[config.mk]
export PLATFORM = sky130hd
export DESIGN_NAME = pipe_hazard_ctrl
export DESIGN_NICKNAME = d
export VERILOG_FILES = /design/src/rtl/pipe_hazard_ctrl.sv
export SDC_FILE = /design/constraint.sdc
export NUM_CORES = 1
export LEC_CHECK = 0
export ABC_CLOCK_PERIOD_IN_PS = 3700
export CAP_MARGIN = 20
export CORE_MARGIN = 1
export CORE_UTILIZATION = 50
export CTS_BUF_LIST = sky130_fd_sc_hd__clkbuf_4
export CTS_CLUSTER_SIZE = 10
export DETAILED_ROUTE_END_ITERATION = 7
export PLACE_DENSITY = 0.88
export SLEW_MARGIN = 20
export SYNTH_ARGS = -nofsm -noshare
export SYNTH_HDL_FRONTEND = slang
export SYNTH_SLANG_ARGS = --single-unit
[constraint.sdc]
create_clock -name clk -period 3.7 [get_ports clk]
set_input_delay 0.555 -clock clk [delete_from_list [all_inputs] [get_ports clk]]
set_output_delay 0.555 -clock clk [all_outputs]
set_load 0.02 [all_outputs]
[src/rtl/pipe_hazard_ctrl.sv]
// Hazard/stall controller for the 5-stage RV32I pipeline.
// Decodes load-use, taken branch and memory freeze; watchdog halts on a stuck memory port.
module pipe_hazard_ctrl #(
    parameter int unsigned TIMEOUT = 16
) (
    input  logic        clk,
    input  logic        res,
    input  logic [4:0]  id_rs1,
    input  logic [4:0]  id_rs2,
    input  logic        id_use_rs1,
    input  logic        id_use_rs2,
    input  logic [4:0]  ex_rd,
    input  logic        ex_mem_read,
    input  logic        ex_branch_taken,
    input  logic        mem_req,
    input  logic        mem_ack,
    output logic        pc_en,
    output logic        if_id_en,
    output logic        id_ex_en,
    output logic        ex_mem_en,
    output logic        mem_wb_en,
    output logic        pc_sel_branch,
    output logic        if_id_flush,
    output logic        id_ex_flush,
    output logic        mem_err,
    output logic [31:0] stall_cnt,
    output logic [31:0] flush_cnt
);

    typedef enum logic [1:0] {
        ST_RUN  = 2'd0,
        ST_WAIT = 2'd1,
        ST_HALT = 2'd2
    } state_t;

    localparam logic [7:0] TO_LAST = 8'(TIMEOUT - 1);

    state_t      state_q;
    state_t      state_d;
    logic [7:0]  wait_q;
    logic [7:0]  wait_d;
    logic        mem_err_q;
    logic [31:0] stall_q;
    logic [31:0] flush_q;

    logic        stall_mem;
    logic        rs1_hit;
    logic        rs2_hit;
    logic        load_use;
    logic        br_sel;

    assign stall_mem = mem_req & ~mem_ack;
    assign rs1_hit   = id_use_rs1 & (id_rs1 == ex_rd);
    assign rs2_hit   = id_use_rs2 & (id_rs2 == ex_rd);
    assign load_use  = ex_mem_read & (ex_rd != 5'd0) & (rs1_hit | rs2_hit);

    // Conditions overlap, so order matters: freeze beats branch beats load-use.
    always_comb begin
        pc_en         = 1'b0;
        if_id_en      = 1'b0;
        id_ex_en      = 1'b0;
        ex_mem_en     = 1'b0;
        mem_wb_en     = 1'b0;
        pc_sel_branch = 1'b0;
        if_id_flush   = 1'b0;
        id_ex_flush   = 1'b0;
        br_sel        = 1'b0;
        if (!res && state_q != ST_HALT) begin
            priority case (1'b1)
                stall_mem: begin
                end
                ex_branch_taken: begin
                    pc_en         = 1'b1;
                    if_id_en      = 1'b1;
                    id_ex_en      = 1'b1;
                    ex_mem_en     = 1'b1;
                    mem_wb_en     = 1'b1;
                    pc_sel_branch = 1'b1;
                    if_id_flush   = 1'b1;
                    id_ex_flush   = 1'b1;
                    br_sel        = 1'b1;
                end
                load_use: begin
                    id_ex_en      = 1'b1;
                    ex_mem_en     = 1'b1;
                    mem_wb_en     = 1'b1;
                    id_ex_flush   = 1'b1;
                end
                default: begin
                    pc_en         = 1'b1;
                    if_id_en      = 1'b1;
                    id_ex_en      = 1'b1;
                    ex_mem_en     = 1'b1;
                    mem_wb_en     = 1'b1;
                end
            endcase
        end
    end

    always_comb begin
        state_d = state_q;
        wait_d  = wait_q;
        case (state_q)
            ST_RUN: begin
                if (stall_mem) begin
                    state_d = ST_WAIT;
                    wait_d  = 8'd1;
                end
            end
            ST_WAIT: begin
                if (!stall_mem) begin
                    state_d = ST_RUN;
                    wait_d  = 8'd0;
                end else if (wait_q < TO_LAST) begin
                    wait_d  = wait_q + 8'd1;
                end else begin
                    state_d = ST_HALT;
                end
            end
            ST_HALT: begin
            end
            default: begin
                state_d = ST_RUN;
                wait_d  = 8'd0;
            end
        endcase
    end

    always_ff @(posedge clk or posedge res) begin
        if (res) begin
            state_q   <= ST_RUN;
            wait_q    <= 8'd0;
            mem_err_q <= 1'b0;
        end else begin
            state_q   <= state_d;
            wait_q    <= wait_d;
            mem_err_q <= mem_err_q | (state_d == ST_HALT);
        end
    end

    always_ff @(posedge clk or posedge res) begin
        if (res) begin
            stall_q <= 32'd0;
            flush_q <= 32'd0;
        end else if (state_q != ST_HALT) begin
            if (!pc_en) begin
                stall_q <= stall_q + 32'd1;
            end
            if (br_sel) begin
                flush_q <= flush_q + 32'd1;
            end
        end
    end

    assign mem_err   = mem_err_q;
    assign stall_cnt = stall_q;
    assign flush_cnt = flush_q;

endmodule
==> flow_summary.yaml <==
timing:
  finalSetupViolations: 0
  worst_pin_slew_ps: 698
  fin_crit_sh_pct: 85.8
  drv_slew: 0
  final.setup.worst_slack_ps: 527
  fmax_mhz: 315
  fin_skew_ps: 20.6
  rsz0062_at_grt: "false"
  finalCriticalPeriod_ps: 3170
  setup_tns_ps: 0
  slew_headroom_pct: 53.4
  finalHoldViolCount: 0
setup_path:
  cp_max_fo: 4
  path_class: "in -> out"
  required_ps: 3140
  cp_slowest_cell: "clkdlybuf4s50_1"
  startpoint_type: "input pin"
  critPathArrivalTime_ps: 2620
  cp_cell_sequence: "clkdlybuf4s50_1 > or4_1 > o21a_1 > nand2_1 > o21a_1 > clkdlybuf4s50_1"
  endpoint_kind: "primary output"
  critPathMaxStageDelay_ps: 610
placement:
  dp.cells: 518
  hpwlAfterDp_um: 6190
  portBuffers: 95
  pre_cts_ws_ps: 531
  gp_congestion: 0.827
drt:
  drc: 0
  post_drt_wl_per_cell_um: 15.1
  first_pass_iters: 4
  ant_nets: 0
  detailroute.via_count: 2894
  routed_wl_um: 8070
  drt-initial-drc-count: 152
  post_drt_via_cell_ratio: 5.42
synth:
  synth_cell_types: 38
  synth_edf_count: 0
  async_flop_share_pct: 100
  synth-main-ff-cell: "dfrtp_1"
  synthCells: 334
  synth_nets: 360
  synthTopCellsByCount: "dfrtp_1 (75), xnor2_1 (58), nand4_1 (27), nand2_1 (25), nor2_1 (24)"
  syn_area_per_cell_um2: 10.9
  synth_most_common_cell: "dfrtp_1"
  synth_largest_area_cell: "dfrtp_1"
  yosysWarnings: 0
  synth_top_cells_by_area: "dfrtp_1 (51%), xnor2_1 (14%), nand4_1 (4.6%)"
  yosysSeqAreaShare_pct: 51.4
  yosysTopAreaCellShare_pct: 51.4
  synthesis.area_um2: 3650
  ys_seq_elements: 75
global_routing:
  grt_max_degree: 34
  grt_util_all_layers_pct: 23.0
  gr-total-overflow: 0
  grt_pass1_wl_um: 13400
  grt_pass1_vias: 2839
  antenna_found_initial: 0
die:
  dieArea_um2: 7640
  num_rows: 30
  ioPinCount: 96
  die_x_um: 87.4
  core_um2: 6910
  dieHeight_um: 87.4
  start_util_pct: 52.8
finish:
  fillers: 528
  n_antenna_cell: 0
  stdcell_count: 534
  post-route-util_pct: 70.0
  multiInputGateArea_um2: 1690
  drive_gt1_share_pct: 7.31
  nNetsFinal: 459
  area_growth_pct: 32.5
  seqCellArea_um2: 1880
clock_network:
  htree_levels: 3
  clock_path_buffers: 2
  cts_setup_buffers: 0
  cts_tree: "done"
  numCtsBuffers: 9
  clkTransAtPathRegs_ps: 110
  cts.repair.resized: 0
  clk_latency_ps: 410
  ctsHoldBuffers: 0
  cts_sinks: 75
  root_buffer: "clkbuf_4"
power_and_ir_drop:
  ir_drop_mv: 0.373
  leakage_nw: 2.09
  p_total_mw: 2.00
  power.density_nw_per_um2: 413
run_status:
  outcome: "complete, no violations"
hold_path:
  hold_class: "reg -> reg"
flow_run:
  maxCapViolCount: 0
[cell usage in the layout, fill, tap and decap left out, types with 3 or more instances in the layout]
master           synthesis  layout
nor3_1                   3       3
inv_1                    6       5
nor2b_1                  4       4
clkinv_2                 0       3
nor2_1                  24      24
and3_1                  10      10
nand2_1                 25      25
clkdlybuf4s50_1          0      95
and4_1                  10      10
dfrtp_1                 75      75
nand3b_1                 3       3
nand3_1                 19      19
ha_1                     3       3
o21ai_0                  4       4
clkbuf_4                 0       9
buf_4                    5       4
xor2_1                  15      15
and2_1                   7       7
a21oi_1                  3       3
nand4_1                 27      27
o21a_1                   3       3
nor3_2                   4       4
xnor2_1                 58      58
[where the power goes]
group,switching [mW],leakage (nW),total [mW],internal [mW]
clock network,0.272,0.0845,0.538,0.266
logic,0.238,1.01,0.465,0.227
registers,0.106,1.00,0.993,0.887
[critical path: cells and delay by family]
family	cells	cell delay [ps]
AOI/OAI and AO/OA	2	350
buffers and inverters	2	1080
and+or+nand+nor	2	630
[flip-flops by register name (all words and copies together), names as in the netlist]
register	count
state_q	2
mem_err	1
wait_q	8
stall_cnt	32
flush_cnt	32
[final cells by class]
type	count	area share [%]
Clock inverter	7	1.71
Timing Repair Buffer	99	20.3
Clock buffer	9	1.40
Multi-Input combinational cell	242	34.9
Tap cell	96	2.48
Sequential cell	75	38.8
Inverter	6	0.466
[kinds of logic (layout without fill, tap and decap cells)]
family,after synthesis,count (layout),synth area share [%]
and+or+nand+nor,149,149,24.2
DFF,75,75,51.4
xor gates and xnor gates,73,73,17.5
buffers and inverters,17,121,2.37
AOI/OAI and AO/OA,15,15,2.81
adders and majority gates,3,3,1.03
muxes,2,2,0.617
[worst paths after layout]
path                                 start       endpoint  slack, ps  cells past startpoint
worst max-delay path              ex_rd[0]          pc_en        530                      6
worst min-delay path               mem_err        mem_err        490                      1
worst max register to register  state_q[0]   stall_cnt[1]       1530                      6
worst min register to register     mem_err        mem_err        490                      1
max in group asynchronous              res  stall_cnt[28]       2240                      3
min in group asynchronous              res   flush_cnt[2]        670                      2
[per-layer routing]
layer | track usage, % | routed length [µm] | share of wire, %
met5 | 0 | 0 | 0
met4 | 10.1 | 223 | 2.8
met3 | 5.59 | 315 | 3.9
met2 | 38.3 | 4120 | 51
met1 | 28.5 | 3420 | 42
[per-stage QoR]
stage | hold slack, ps | instance area, µm²
finish | 488 | 4840
global placement | 456 | 4690
detailed placement | 461 | 4690
CTS | 490 | 4840
global route | 503 | 4840
floorplan | 444 | 3650
(Power assumes the default switching activity.)
